## src/rtl/eth_rx_frame_check_if.sv

```systemverilog
// Byte stream in from the MII packer, payload bytes and
// per-frame status out toward the receive FIFO.
interface eth_rx_frame_check_if;
  logic        rx_dv;
  logic        rx_er;
  logic        in_vld;
  logic [7:0]  in_byte;
  logic        promisc;
  logic        out_vld;
  logic [7:0]  out_byte;
  logic        sof;
  logic        eof;
  logic        stat_vld;
  logic [3:0]  stat_err;
  logic [10:0] stat_len;
  logic [15:0] pre_err_cnt;

  modport master (
    output rx_dv, rx_er, in_vld, in_byte, promisc,
    input  out_vld, out_byte, sof, eof,
    input  stat_vld, stat_err, stat_len, pre_err_cnt
  );

  modport slave (
    input  rx_dv, rx_er, in_vld, in_byte, promisc,
    output out_vld, out_byte, sof, eof,
    output stat_vld, stat_err, stat_len, pre_err_cnt
  );
endinterface

```

## src/rtl/eth_rx_frame_check.sv

```systemverilog
// Ethernet receive frame checker: preamble strip, CRC-32,
// length/DA checks, FCS removal and per-frame status.
module eth_rx_frame_check #(
  parameter bit          NIBBLE_SWAP = 1'b1,
  parameter logic [47:0] LOCAL_MAC   = 48'h02_00_00_00_00_01,
  parameter int          MIN_LEN     = 64,
  parameter int          MAX_LEN     = 1518
) (
  input logic i_rx_clk,
  input logic i_rstn,
  eth_rx_frame_check_if.slave bus
);
  localparam logic [2:0] S_IDLE = 3'd0;
  localparam logic [2:0] S_PRE  = 3'd1;
  localparam logic [2:0] S_DATA = 3'd2;
  localparam logic [2:0] S_END  = 3'd3;
  localparam logic [2:0] S_DROP = 3'd4;

  localparam logic [31:0] CRC_INIT = 32'hFFFF_FFFF;
  localparam logic [31:0] CRC_RES  = 32'hDEBB_20E3;
  localparam logic [11:0] MIN_L    = 12'(MIN_LEN);
  localparam logic [11:0] MAX_L    = 12'(MAX_LEN);

  logic [2:0]       state;
  logic             dv_q;
  logic [31:0]      crc;
  logic [4:0][7:0]  line;
  logic [2:0]       cnt;
  logic [11:0]      tot;
  logic             loc_ok;
  logic             bc_ok;
  logic             er;
  logic             sent;

  logic             out_vld;
  logic [7:0]       out_byte;
  logic             sof;
  logic             eof;
  logic             stat_vld;
  logic [3:0]       stat_err;
  logic [10:0]      stat_len;
  logic [15:0]      pre_cnt;

  logic [7:0]  b;
  logic [7:0]  mac_b;
  logic [11:0] pay;
  logic [10:0] slen;
  logic        rise;
  logic        crc_err;
  logic        len_err;
  logic        addr_miss;

  function automatic logic [31:0] crc8(
    input logic [31:0] c,
    input logic [7:0]  d
  );
    logic [31:0] r;
    r = c ^ {24'd0, d};
    for (int i = 0; i < 8; i++)
      r = r[0] ? ((r >> 1) ^ 32'hEDB8_8320)
               : (r >> 1);
    return r;
  endfunction

  assign b = NIBBLE_SWAP
    ? {bus.in_byte[3:0], bus.in_byte[7:4]}
    : bus.in_byte;

  assign rise = bus.rx_dv && !dv_q;

  always_comb begin
    mac_b = 8'h00;
    case (tot[2:0])
      3'd0:    mac_b = LOCAL_MAC[47:40];
      3'd1:    mac_b = LOCAL_MAC[39:32];
      3'd2:    mac_b = LOCAL_MAC[31:24];
      3'd3:    mac_b = LOCAL_MAC[23:16];
      3'd4:    mac_b = LOCAL_MAC[15:8];
      3'd5:    mac_b = LOCAL_MAC[7:0];
      default: mac_b = 8'h00;
    endcase
  end

  // payload length is everything after SFD minus the FCS
  assign pay = tot - 12'd4;
  always_comb begin
    slen = '0;
    if (tot < 12'd5)
      slen = '0;
    else if (pay > 12'd2047)
      slen = 11'h7FF;
    else
      slen = pay[10:0];
  end

  assign crc_err   = (crc != CRC_RES);
  assign len_err   = (tot < MIN_L) || (tot > MAX_L);
  assign addr_miss = !bus.promisc &&
    ((tot < 12'd6) || !(loc_ok || bc_ok));

  always_ff @(posedge i_rx_clk or negedge i_rstn) begin
    if (!i_rstn) begin
      state    <= S_IDLE;
      dv_q     <= 1'b0;
      crc      <= CRC_INIT;
      line     <= '0;
      cnt      <= '0;
      tot      <= '0;
      loc_ok   <= 1'b1;
      bc_ok    <= 1'b1;
      er       <= 1'b0;
      sent     <= 1'b0;
      out_vld  <= 1'b0;
      out_byte <= '0;
      sof      <= 1'b0;
      eof      <= 1'b0;
      stat_vld <= 1'b0;
      stat_err <= '0;
      stat_len <= '0;
      pre_cnt  <= '0;
    end else begin
      dv_q     <= bus.rx_dv;
      out_vld  <= 1'b0;
      sof      <= 1'b0;
      eof      <= 1'b0;
      stat_vld <= 1'b0;
      if (bus.rx_er && bus.rx_dv &&
          (state == S_PRE || state == S_DATA))
        er <= 1'b1;
      unique case (1'b1)
        (state == S_IDLE): begin
          er <= 1'b0;
          if (rise)
            state <= S_PRE;
        end
        (state == S_PRE): begin
          if (!bus.rx_dv)
            state <= S_IDLE;
          else if (bus.in_vld) begin
            if (b == 8'hD5)
              state <= S_DATA;
            else if (b != 8'h55) begin
              state <= S_DROP;
              if (pre_cnt != 16'hFFFF)
                pre_cnt <= pre_cnt + 16'd1;
            end
          end
        end
        (state == S_DATA): begin
          if (bus.in_vld) begin
            crc  <= crc8(crc, b);
            line <= {line[3:0], b};
            if (cnt == 3'd5) begin
              out_vld  <= 1'b1;
              out_byte <= line[4];
              sof      <= !sent;
              sent     <= 1'b1;
            end else
              cnt <= cnt + 3'd1;
            if (tot != 12'hFFF)
              tot <= tot + 12'd1;
            if (tot < 12'd6) begin
              if (b != mac_b)
                loc_ok <= 1'b0;
              if (b != 8'hFF)
                bc_ok <= 1'b0;
            end
          end
          if (!bus.rx_dv)
            state <= S_END;
        end
        (state == S_END): begin
          stat_vld <= 1'b1;
          stat_err <= {er, addr_miss, len_err, crc_err};
          stat_len <= slen;
          // the other four bytes in the line are the FCS
          if (cnt == 3'd5) begin
            out_vld  <= 1'b1;
            out_byte <= line[4];
            sof      <= !sent;
            eof      <= 1'b1;
          end
          crc    <= CRC_INIT;
          line   <= '0;
          cnt    <= '0;
          tot    <= '0;
          loc_ok <= 1'b1;
          bc_ok  <= 1'b1;
          sent   <= 1'b0;
          er     <= 1'b0;
          state  <= rise ? S_PRE : S_IDLE;
        end
        (state == S_DROP): begin
          if (!bus.rx_dv)
            state <= S_IDLE;
        end
        default: state <= S_IDLE;
      endcase
    end
  end

  assign bus.out_vld     = out_vld;
  assign bus.out_byte    = out_byte;
  assign bus.sof         = sof;
  assign bus.eof         = eof;
  assign bus.stat_vld    = stat_vld;
  assign bus.stat_err    = stat_err;
  assign bus.stat_len    = stat_len;
  assign bus.pre_err_cnt = pre_cnt;
endmodule

```

## src/flat_wrapper.sv

```systemverilog
// flat-port wrapper written by rule: the top's interface ports become plain ports
module eth_rx_frame_check_flat 
#(
  parameter bit          NIBBLE_SWAP = 1'b1,
  parameter logic [47:0] LOCAL_MAC   = 48'h02_00_00_00_00_01,
  parameter int          MIN_LEN     = 64,
  parameter int          MAX_LEN     = 1518
)
  (i_rx_clk, i_rstn, bus_rx_dv, bus_rx_er, bus_in_vld, bus_in_byte, bus_promisc, bus_out_vld, bus_out_byte, bus_sof, bus_eof, bus_stat_vld, bus_stat_err, bus_stat_len, bus_pre_err_cnt);
  eth_rx_frame_check_if bus_i ();
  input logic i_rx_clk;
  input logic i_rstn;
  input wire logic [$bits(bus_i.rx_dv)-1:0] bus_rx_dv;
  input wire logic [$bits(bus_i.rx_er)-1:0] bus_rx_er;
  input wire logic [$bits(bus_i.in_vld)-1:0] bus_in_vld;
  input wire logic [$bits(bus_i.in_byte)-1:0] bus_in_byte;
  input wire logic [$bits(bus_i.promisc)-1:0] bus_promisc;
  output wire logic [$bits(bus_i.out_vld)-1:0] bus_out_vld;
  output wire logic [$bits(bus_i.out_byte)-1:0] bus_out_byte;
  output wire logic [$bits(bus_i.sof)-1:0] bus_sof;
  output wire logic [$bits(bus_i.eof)-1:0] bus_eof;
  output wire logic [$bits(bus_i.stat_vld)-1:0] bus_stat_vld;
  output wire logic [$bits(bus_i.stat_err)-1:0] bus_stat_err;
  output wire logic [$bits(bus_i.stat_len)-1:0] bus_stat_len;
  output wire logic [$bits(bus_i.pre_err_cnt)-1:0] bus_pre_err_cnt;
  assign bus_i.rx_dv = bus_rx_dv;
  assign bus_i.rx_er = bus_rx_er;
  assign bus_i.in_vld = bus_in_vld;
  assign bus_i.in_byte = bus_in_byte;
  assign bus_i.promisc = bus_promisc;
  assign bus_out_vld = bus_i.out_vld;
  assign bus_out_byte = bus_i.out_byte;
  assign bus_sof = bus_i.sof;
  assign bus_eof = bus_i.eof;
  assign bus_stat_vld = bus_i.stat_vld;
  assign bus_stat_err = bus_i.stat_err;
  assign bus_stat_len = bus_i.stat_len;
  assign bus_pre_err_cnt = bus_i.pre_err_cnt;
  eth_rx_frame_check #(.NIBBLE_SWAP(NIBBLE_SWAP), .LOCAL_MAC(LOCAL_MAC), .MIN_LEN(MIN_LEN), .MAX_LEN(MAX_LEN)) u_core (.i_rx_clk(i_rx_clk), .i_rstn(i_rstn), .bus(bus_i));
endmodule
```

## config.mk

```make
export PLATFORM = sky130hd
export DESIGN_NAME = eth_rx_frame_check_flat
export DESIGN_NICKNAME = d
export VERILOG_FILES = /design/src/rtl/eth_rx_frame_check_if.sv /design/src/rtl/eth_rx_frame_check.sv /design/src/flat_wrapper.sv
export SDC_FILE = /design/constraint.sdc
export NUM_CORES = 1
export LEC_CHECK = 0
export CORE_MARGIN = 2
export CORE_UTILIZATION = 40
export CTS_CLUSTER_DIAMETER = 80
export CTS_CLUSTER_SIZE = 25
export DETAILED_ROUTE_END_ITERATION = 16
export GPL_ROUTABILITY_DRIVEN = 0
export SLEW_MARGIN = 5
export SYNTH_ARGS = -nofsm -noshare
export SYNTH_HDL_FRONTEND = slang
export SYNTH_SLANG_ARGS = --single-unit
```

## constraint.sdc

```tcl
create_clock -name i_rx_clk -period 3.8 [get_ports i_rx_clk]
set_input_delay 0.38 -clock i_rx_clk [delete_from_list [all_inputs] [get_ports i_rx_clk]]
set_output_delay 0.38 -clock i_rx_clk [all_outputs]
set_load 0.03 [all_outputs]
```

# Word level (Yosys, flattened, before mapping)
# Index checks and enable logic that the tools add are counted.
# totals
regBits	138
inputBits	14
elab_cells	145
# op_classes
n_addsub	4
order_cmp	5
n_eq_ne	25
n_mux	54
n_bitwise	10
reduce_logical	25
# op_table
cell	n
$mux W32	9
$not A13 Y14	8
$pmux W40 S2	1
$pmux W32 S2	1
$mux W40	1
$ne A32 B32 Y1 const B	1
$xor A32 B8 Y32	1
$mux W3	9
$gt A12 B11 Y1 const B	2
$lt A12 B3 Y1 const B	2
$mux W12	2
$pmux W12 S2	1
$mux W11	2
$mux W1	17
$add A16 B1 Y16 const B	1
$mux W8	2
$ne A16 B16 Y1 const B	1
$ne A2 B2 Y1 const B	8
$pmux W8 S2	1
$pmux W3 S5	1
$add A12 B1 Y12 const B	1
$lt A12 B7 Y1 const B	1
$ne A12 B12 Y1 const B	1
$sub A12 B3 Y12 const B	1
26 further kinds	48

# Longest topological paths before layout
# depth
depth_word	19
mapped_depth	9
depth_no_buf	7

# Worst setup path after synthesis
# OpenSTA, ideal clock, no wires.
# synth_path
kind	reg-to-reg
start	register u_core.tot[2]
end	register u_core.stat_len[10] (netlist: u_core.bus.stat_len[10])
arrival_ns	1.886
setup_slack_ns	1.777
path_stages_with_launch	9
cell_sequence	dfrtp_1 > clkbuf_1 > inv_1 > ha_1 > or3b_1 > clkbuf_1 > or3b_1 > a21oi_1 > o41ai_1
# synth_via
elab_chain_cells	4
# synth_lines
element	line_no	text
from (decl)	eth_rx_frame_check.sv:29	logic [11:0] tot;
from (signal assigned)	eth_rx_frame_check.sv:161	tot <= tot + 12'd1;
$sub A12 B3 Y12	eth_rx_frame_check.sv:85	assign pay = tot - 12'd4;
$gt A12 B11 Y1	eth_rx_frame_check.sv:90	else if (pay > 12'd2047)
$mux W11	eth_rx_frame_check.sv:90	
$mux W11 *	eth_rx_frame_check.sv:88	if (tot < 12'd5)
to (signal assigned)	eth_rx_frame_check.sv:175	stat_len <= slen;
to (decl)	eth_rx_frame_check.sv:41	logic [10:0] stat_len;
# Every way passes the cells marked *; elsewhere a longest branch is shown, timed or not.
# A chain may end at the register's enable or synchronous reset.

# Final worst setup path
# layout_path
start	register u_core.state[1]
end	register u_core.stat_len[1] (netlist: u_core.bus.stat_len[1])
# layout_via
elab_chain_cells	1
# layout_lines
element	line_no	text
from (decl)	eth_rx_frame_check.sv:24	logic [2:0] state;
from (signal assigned)	eth_rx_frame_check.sv:191	state <= rise ? S_PRE : S_IDLE;
$eq A3 B2 Y1	eth_rx_frame_check.sv:172	(state == S_END): begin
# Every way passes these cells.

==> flow_summary.yaml <==
synthesis:
  ys_warn_count: 0
  synth_most_common_cell: "dfrtp_1"
  yosysSeqAreaShare_pct: 50.58
  synth-main-ff-cell: "dfrtp_1"
  async_reset_ff_share_pct: 100.0
  syn_inst: 629
  synth_seq_cells: 138
  synth_edf_count: 0
  synth_area_leaders: "dfrtp_1 (38%), dfstp_2 (13%), xnor2_1 (6.7%)"
  syn_nets: 653
  syn-mean-instance-area_um2: 10.99
  yosysTopAreaCell: "dfrtp_1"
  synthTopCellsByCount: "dfrtp_1 (104), nor2_1 (57), xnor2_1 (53)"
  syn_area_mm2: 0.006912
  synth_cell_types: 61
  synth_top_area_share_pct: 37.65
cts:
  cts_made_buffers: 17
  cts_tree: "built"
  ctsLongestPathBuffers: 2
  postCtsSetupRepairBufs: 0
  clkLatencyLatePin_ns: 0.43
  htree_levels: 4
  clock-sinks: 138
  cts_root_buf: "clkbuf_16"
  path_clk_slew_ns: 0.06
  post_cts_resized: 0
critical_path:
  reg2regPathDepth: 6
  critPathCaptureType: "register"
  criticalPathCategory: "register to register"
  cp.required_ns: 4.15
  r2r-end: "u_core.bus.stat_len[1]"
  arrival_ns: 2.99
  critPathMaxFanout: 36
  r2r_start: "u_core.state[1]"
  reg2reg_slack_ns: 1.16
  startpoint_type: "register"
pwr:
  p_per_area_mw_per_mm2: 845.4
  ir_drop_mv: 0.4128
  p_leak_nw: 3.481
global_routing:
  globalRouteOverflowTotal: 0
  grt.busiest_layer: "met2"
  met3_usage_pct: 4.789
  antenna_found_initial: 0
  grt_first_pass_wirelength_um: 25770
  grt_pass1_vias: 4960
  grt_util_all_layers_pct: 17.95
  use_met2_pct: 27.19
  grt_max_degree: 77
  grtUsageMet1_pct: 25.23
final_layout:
  nets: 698
  drive_gt1_share_pct: 15.43
  diodes: 0
  fillCellCount: 1579
  syn_to_final_growth_pct: 19.04
  fin_util_pct: 48.07
floorplan:
  ioPinCount: 57
  die-height_um: 135.5
  fp.dieArea_mm2: 0.01835
  die_x_um: 135.5
  start_util_pct: 40.38
  core_mm2: 0.01712
  rows: 48
min_path:
  hp-class: "register to register"
  hold_path.startpoint: "u_core.sent"
  min_to: "u_core.bus.sof"
  holdPathStages: 1
route:
  drt_iter0_drc: 276
  ant_nets: 0
  totalWireLength_um: 15370
  vias: 4941
  drc: 0
  post_drt_via_cell_ratio: 5.418
  wire_per_inst_um: 16.85
  drtPass1Iterations: 5
sta:
  setup_ws_ns: 1.158
  clock_skew_ns: 0.007840
  period_share_pct: 69.52
  hold_violations: 0
  tns_ns: 0
  setup_viol: 0
  grt_setup_unrepaired: "false"
  drv_slew: 0
  fin_crit_ns: 2.642
  slew_headroom_pct: 39.44
  fmax_mhz: 378.6
  worst_pin_slew_ns: 0.9074
flow_run:
  cap_viol_max_count: 0
placed_design:
  portBuffers: 56
  place.detailed.hpwl_um: 10250
  dp_slack_ns: 0.9144
run_status:
  status: "completed"
==> critical path, cell delays in order (launching register included) <==
cell and delay [ns]:
dfrtp_1 0.52, nor2b_1 0.39, nand2_1 0.09, buf_4 0.29
inv_1 0.72, nand2b_1 0.32, o21ai_1 0.22
==> routing by layer <==
layer | share of wire, % | vias to the layer above
li1 | - | 2324
met1 | 49 | 2474
met2 | 46 | 123
met3 | 4.2 | 20
met4 | 1.6 | 0
met5 | 0 | -
==> cell usage in the layout, fill, tap and decap left out, types with 17 or more instances in the layout <==
cell type          n
a21oi_1           33
a22o_1            40
clkbuf_16         17
clkdlybuf4s50_1   55
dfrtp_1          104
dfstp_2           34
nand2_1           40
nand3_1           17
nor2_1            57
xnor2_1           53
xor2_1            28
==> cell type report <==
cell class	instances	area, µm²	share of cell area [%]
multi-input cells	442	3218	39.11
inverters	11	41.29	0.5018
flip-flops and latches	138	3496	42.49
clock inverters	15	141.4	1.718
repair buffers	64	624.3	7.588
well taps	225	281.5	3.422
clock buffers	17	425.4	5.170
==> through the flow <==
step	hold slack, ns	power (mW)	std cells	area [µm²]
floorplan	0.08441	4.620	629	6912
finish	0.4605	6.956	912	8228
global route	0.4794	7.426	912	8228
CTS	0.4644	7.024	912	8228
detailed placement	0.4539	5.380	879	7651
global placement	0.4425	5.329	879	7651
==> power by group <==
| part | total, mW | switching [mW] | internal [mW] |
|---|---|---|---|
| registers | 2.35 | 0.387 | 1.96 |
| clock network | 1.59 | 0.682 | 0.910 |
| logic | 3.02 | 1.67 | 1.34 |
| total | 6.96 | 2.74 | 4.21 |
==> logic make-up after synthesis <==
| family | Yosys count | share of synthesized area (%) |
|---|---|---|
| compound gates | 123 | 13.02 |
| xor+xnor | 95 | 14.14 |
| fa+ha+maj | 10 | 1.810 |
| buf+inv | 49 | 3.041 |
| flops | 138 | 50.58 |
| mux | 15 | 2.390 |
| simple gates | 199 | 15.03 |
==> worst max-delay path by stage <==
stage / startpoint / to
6_report: u_core.state[1] / u_core.bus.stat_len[1]
5_1_grt: u_core.state[0] / u_core.bus.pre_err_cnt[1]
4_1_cts: u_core.state[1] / u_core.bus.stat_len[1]
3_5_place_dp: bus_rx_dv / u_core.bus.pre_err_cnt[1]
3_3_place_gp: bus_rx_dv / u_core.bus.pre_err_cnt[1]
2_1_floorplan: u_core.tot[2] / u_core.bus.stat_len[10]
==> sequential cells by signal (all words and copies together), names as in the netlist, 3 cells and up <==
signal / cells
u_core.line: 40
u_core.crc: 32
u_core.bus.pre_err_cnt: 16
u_core.tot: 12
u_core.bus.stat_len: 11
u_core.bus.out_byte: 8
u_core.bus.stat_err: 4
u_core.cnt: 3
u_core.state: 3
==> repair_timing <==
action / in CTS / in global routing
endpoints found under the setup margin: 0 / 0
hold buffers: 1 / 0
hold endpoints to repair: 23 / 0
No activity file was read; power rests on OpenSTA's default activity.
